==> src/rtl/code_verifier.sv <==
// ============================================================================
// code_verifier : digit-serial code comparator with failure lockout.
// Optional macro CODE_VERIFIER_EARLY_ABORT_EN ends a compare on first bad digit.
// Revision: 1.0
// ============================================================================
`default_nettype none

module code_verifier #(
  parameter int DIGITS      = 6,
  parameter int DIGIT_W     = 4,
  parameter int MAX_FAIL    = 3,
  parameter int LOCK_CYCLES = 1000
) (
  input  logic                              clk,
  input  logic                              rst,
  input  logic                              start,
  input  logic [DIGITS*DIGIT_W-1:0]         entered,
  input  logic [DIGITS*DIGIT_W-1:0]         stored,
  output logic                              busy,
  output logic                              done,
  output logic                              match,
  output logic                              locked,
  output logic [$clog2(MAX_FAIL+1)-1:0]     fail_cnt
);

  localparam int CODE_W = DIGITS * DIGIT_W;
  localparam int FC_W   = $clog2(MAX_FAIL + 1);
  localparam int LC_W   = $clog2(LOCK_CYCLES + 1);
  localparam int IDX_W  = (DIGITS > 1) ? $clog2(DIGITS) : 1;

  localparam logic [FC_W-1:0]  C_MAX_FAIL    = FC_W'(MAX_FAIL);
  localparam logic [LC_W-1:0]  C_LOCK_CYCLES = LC_W'(LOCK_CYCLES);
  localparam logic [IDX_W-1:0] C_LAST_IDX    = IDX_W'(DIGITS - 1);

  typedef enum logic [1:0] {
    S_IDLE = 2'd0,
    S_CMP  = 2'd1,
    S_LOCK = 2'd2
  } state_t;

  state_t            state_q,    state_d;
  logic [CODE_W-1:0] ent_q,      ent_d;
  logic [CODE_W-1:0] sto_q,      sto_d;
  logic [IDX_W-1:0]  idx_q,      idx_d;
  logic              acc_q,      acc_d;
  logic [LC_W-1:0]   lock_cnt_q, lock_cnt_d;
  logic [FC_W-1:0]   fail_cnt_q, fail_cnt_d;
  logic              busy_q,     busy_d;
  logic              done_q,     done_d;
  logic              match_q,    match_d;
  logic              locked_q,   locked_d;

  logic              w_digit_diff;
  logic              w_acc;
  logic              w_last;
  logic              w_abort;
  logic              w_finish;
  logic [FC_W-1:0]   w_fail_inc;

  // Captured codes shift down one digit per compare, so digit k sits at the LSBs
  // on the (k+1)th CMP edge.
  assign w_digit_diff = (ent_q[DIGIT_W-1:0] != sto_q[DIGIT_W-1:0]);
  assign w_acc        = acc_q | w_digit_diff;
  assign w_last       = (idx_q == C_LAST_IDX);
  assign w_fail_inc   = fail_cnt_q + FC_W'(1);

`ifdef CODE_VERIFIER_EARLY_ABORT_EN
  assign w_abort = w_digit_diff;
`else
  assign w_abort = 1'b0;
`endif

  assign w_finish = w_last | w_abort;

  always_ff @(posedge clk or posedge rst) begin
    if (rst) begin
      state_q    <= S_IDLE;
      ent_q      <= '0;
      sto_q      <= '0;
      idx_q      <= '0;
      acc_q      <= 1'b0;
      lock_cnt_q <= '0;
      fail_cnt_q <= '0;
      busy_q     <= 1'b0;
      done_q     <= 1'b0;
      match_q    <= 1'b0;
      locked_q   <= 1'b0;
    end else begin
      state_q    <= state_d;
      ent_q      <= ent_d;
      sto_q      <= sto_d;
      idx_q      <= idx_d;
      acc_q      <= acc_d;
      lock_cnt_q <= lock_cnt_d;
      fail_cnt_q <= fail_cnt_d;
      busy_q     <= busy_d;
      done_q     <= done_d;
      match_q    <= match_d;
      locked_q   <= locked_d;
    end
  end

  always_comb begin
    state_d    = state_q;
    ent_d      = ent_q;
    sto_d      = sto_q;
    idx_d      = idx_q;
    acc_d      = acc_q;
    lock_cnt_d = lock_cnt_q;
    fail_cnt_d = fail_cnt_q;
    busy_d     = busy_q;
    done_d     = 1'b0;
    match_d    = match_q;
    locked_d   = locked_q;

    case (state_q)
      S_IDLE: begin
        if (start && !locked_q) begin
          ent_d   = entered;
          sto_d   = stored;
          acc_d   = 1'b0;
          idx_d   = '0;
          busy_d  = 1'b1;
          state_d = S_CMP;
        end
      end

      S_CMP: begin
        acc_d = w_acc;
        if (w_finish) begin
          busy_d  = 1'b0;
          done_d  = 1'b1;
          match_d = ~w_acc;
          if (!w_acc) begin
            fail_cnt_d = '0;
            state_d    = S_IDLE;
          end else if (w_fail_inc == C_MAX_FAIL) begin
            fail_cnt_d = w_fail_inc;
            locked_d   = 1'b1;
            lock_cnt_d = C_LOCK_CYCLES;
            state_d    = S_LOCK;
          end else begin
            fail_cnt_d = w_fail_inc;
            state_d    = S_IDLE;
          end
        end else begin
          idx_d = idx_q + IDX_W'(1);
          ent_d = ent_q >> DIGIT_W;
          sto_d = sto_q >> DIGIT_W;
        end
      end

      S_LOCK: begin
        // Expiry edge returns to IDLE; a start on this same edge is not seen.
        if (lock_cnt_q <= LC_W'(1)) begin
          lock_cnt_d = '0;
          locked_d   = 1'b0;
          fail_cnt_d = '0;
          state_d    = S_IDLE;
        end else begin
          lock_cnt_d = lock_cnt_q - LC_W'(1);
        end
      end

      default: begin
        state_d = S_IDLE;
      end
    endcase
  end

  assign busy     = busy_q;
  assign done     = done_q;
  assign match    = match_q;
  assign locked   = locked_q;
  assign fail_cnt = fail_cnt_q;

endmodule

`default_nettype wire

==> config.mk <==
export PLATFORM = sky130hd
export DESIGN_NAME = code_verifier
export DESIGN_NICKNAME = d
export VERILOG_FILES = /design/src/rtl/code_verifier.sv
export SDC_FILE = /design/constraint.sdc
export NUM_CORES = 1
export LEC_CHECK = 0
export ABC_AREA = 0
export CORE_UTILIZATION = 43
export CTS_CLUSTER_SIZE = 16
export DETAILED_ROUTE_END_ITERATION = 10
export PLACE_DENSITY = 0.73
export SLEW_MARGIN = 10
export SYNTH_ARGS = -nofsm -noshare
export SYNTH_HDL_FRONTEND = slang
export SYNTH_SLANG_ARGS = --single-unit
==> constraint.sdc <==
create_clock -name clk -period 3.65 [get_ports clk]
set_clock_uncertainty 0.1 [all_clocks]
set_input_delay 0.365 -clock clk [delete_from_list [all_inputs] [get_ports clk]]
set_output_delay 0.365 -clock clk [all_outputs]
set_load 0.005 [all_outputs]
==> impl_metrics.csv <==
group,metric,value,unit
floorplanning,fp.dieH,89.3,um
synth,synth_cells,314,
global_routing,grtUsageTotal,0.184,
global_routing,grt_first_pass_wirelength,11000,um
synth,syn-mean-instance-area,10.4,sq um
outcome,status,"finished, final reports clean",
sta,fin_crit_sh,0.633,
synth,synth.distinct_cells,43,
sta,fmax,0.433,GHz
worst_setup_path,cp-end-kind,"flop",
cells_and_area,layout_common_cells,"dfrtp_1 (70), clkdlybuf4s50_1 (56), nand2_1 (54)",
cts,cts_resized,0,
synth,synth_enable_flop_cells,0,
floorplanning,initial_core_util,0.448,
worst_setup_path,r2r_cells,7,
cts,clockBufferDepth,2,
global_routing,globalRouteOverflowTotal,0,
placement,gp_congestion,0.815,
global_routing,grt_max_degree,64,
worst_setup_path,path_cells,"and2b_2 -> buf_4 -> nand3_4 -> inv_2 -> nand2_1 -> a22o_1 -> a211o_1",
route,postRouteAntennaNets,0,
pwr,powerDensity,829,nW/um^2
cells_and_area,fin_nets,425,
synth,synth_warnings,0,
placement,port_buffers,56,
worst_setup_path,crit_slowest_cell,"buf_4",
sta,worstMarginPinSlew,1.21,ns
worst_setup_path,crit_start,"state_q[1]$_DFFE_PP0P_",
sta,rsz0062_at_grt,"no",
worst_setup_path,cp_top_family,"compound AO/OA/AOI/OAI gates",
route,num_vias,2443,
pwr,power.total,3.47,mW
sta,drv_slew,0,
worst_setup_path,worst_ep_arrival_time,2.45,ns
global_routing,antenna_found_initial,0,
job,drv_cap,0,
worst_setup_path,crit_type,"flop to flop",
route,drtIter0Drc,115,
global_routing,grt_busiest_layer,"met2",
cts,cts_hold_buf,0,
sta,relSlewSlack,0.193,
cts,cts_max_level,3,
placement,dp_hpwl,4640,um
cells_and_area,final_cells,473,
synth,async_flop_share,1.00,
synth,yosys_most_used_dff,"dfrtp_1",
synth,ys_seq_area_frac,0.534,
cts,cts_setup_buffers,0,
floorplanning,die_area,7980,sq um
cts,clk_pin_slew,0.08,ns
cells_and_area,fill_cells,595,
floorplanning,core-area,7330,sq um
global_routing,grt_pass1_vias,2320,
worst_setup_path,r2r-end,"lock_cnt_q[2]$_DFFE_PP0P_",
cells_and_area,stdcell_area,4190,sq um
worst_setup_path,start_kind,"flop",
floorplanning,rows,31,
worst_setup_path,cp.required,3.79,ns
synth,synth-seq-cells,70,
global_routing,grt.met3_usage,0.0369,
route,route.detailed.drc,0,
synth,syn-num-nets,370,
cts,clock_sinks,70,
global_routing,gr-usage-met2,0.289,
cts,cts_buffers,9,
cells_and_area,area_growth,27.8,%
sta,finalCriticalPeriod,2.31,ns
route,vias_per_cell,5.16,
worst_setup_path,timing.critical_path.buf_inv,2,
worst_setup_path,r2r_start,"state_q[1]$_DFFE_PP0P_",
worst_setup_path,crit_fanout,30,
sta,finalSetupViolations,0,
worst_hold_path,hold_path.class,"input port to async pin",
sta,hold_viol,0,
route,wl_per_cell,13.8,um
route,first_pass_iters,5,
placement,placedCellCount,457,
synth,netlist_area,3280,sq um
worst_setup_path,max_stage_delay,0.43,ns
pwr,ir_drop,351,uV
sta,finalSetupTns,0,ns
pwr,p_leak,1.91,nW
route,drt_wl_total,6510,um
cts,tritoncts,"yes",
floorplanning,die_w,89.3,um
worst_setup_path,r2r_slack,1.34,ns
cells_and_area,final_common_cell,"dfrtp_1",
placement,dpl_cell_area,3940,sq um
cts,cts-root-buf,"clkbuf_8",
cells_and_area,drive_gt1_frac,0.0749,
global_routing,use_met1,0.245,
floorplanning,ioPinCount,57,
cells_and_area,diodes,0,
cts,clk_latency,0.34,ns
-- synthesized netlist by cell type, drive strengths merged (3+ instances only) --
| cell type | n | share of area |
|---|---|---|
| dfrtp | 70 | 0.53 |
| ha | 5 | 0.019 |
| o21ai | 48 | 0.073 |
| a21oi | 4 | 0.0072 |
| nand3 | 10 | 0.019 |
| clkbuf | 7 | 0.0080 |
| buf | 10 | 0.016 |
| nor3 | 6 | 0.011 |
| o31ai | 4 | 0.0092 |
| nor2 | 3 | 0.0034 |
| inv | 10 | 0.011 |
| mux2i | 40 | 0.12 |
| nor4 | 3 | 0.0057 |
| a22o | 9 | 0.024 |
| nand2 | 54 | 0.062 |
| xnor2 | 3 | 0.0080 |
| a21o | 4 | 0.0092 |
-- worst max-delay path by stage --
stage                           endpoint  slack, ns  depth (start not counted)
5_1_grt        lock_cnt_q[2]$_DFFE_PP0P_       1.19                          7
6_report       lock_cnt_q[2]$_DFFE_PP0P_       1.34                          7
3_3_place_gp        sto_q[7]$_DFFE_PP0P_       1.32                          6
3_5_place_dp       sto_q[10]$_DFFE_PP0P_       1.26                          6
2_1_floorplan          acc_q$_DFFE_PP0P_       1.42                          1
4_1_cts        lock_cnt_q[2]$_DFFE_PP0P_       1.31                          7
-- final cells by class --
cell class | instances | area [sq um] | area share
multi-input cells | 217 | 1420 | 0.339
repair buffers | 61 | 611 | 0.146
inverters | 10 | 37.5 | 0.00896
clock inverters | 5 | 106 | 0.0254
well taps | 99 | 124 | 0.0296
clock buffers | 11 | 141 | 0.0337
flip-flops and latches | 70 | 1750 | 0.418
-- registers in the layout, indices dropped and copies added (netlist names) --
| register | cells |
|---|---|
| locked | 1 |
| ent_q | 24 |
| done | 1 |
| fail_cnt | 2 |
| state_q | 2 |
| sto_q | 24 |
| acc_q | 1 |
| idx_q | 3 |
| match | 1 |
| busy | 1 |
| lock_cnt_q | 10 |
-- routing by layer --
layer,part of all wire,vias up
li1,-,1215
met1,0.46,1152
met2,0.47,65
met3,0.048,11
met4,0.019,0
met5,0,-
-- kinds of logic after synthesis --
group,count (synthesis),share of synthesized area
AND/OR/NAND/NOR,90,0.133
adder cells (fa/ha/maj),5,0.0191
buffers and inverters,27,0.0355
AO/OA/AOI/OAI,77,0.143
flip-flops,70,0.534
multiplexers,40,0.122
XOR/XNOR,5,0.0134
-- stage by stage --
stage	utilization	hold slack (ns)	setup WS, ns
after global routing	0.572	0.251	1.19
final	0.572	0.213	1.34
after CTS	0.572	0.216	1.31
after floorplan	-	0.349	1.42
after global placement	0.538	0.361	1.32
after detailed placement	0.538	0.363	1.26
-- where the power goes --
part | internal, mW | switching [mW] | leakage, nW
clock network | 0.474 | 0.288 | 0.120
logic | 0.626 | 0.736 | 0.901
registers | 1.11 | 0.238 | 0.892
total | 2.21 | 1.26 | 1.91
(Power assumes the default switching activity.)
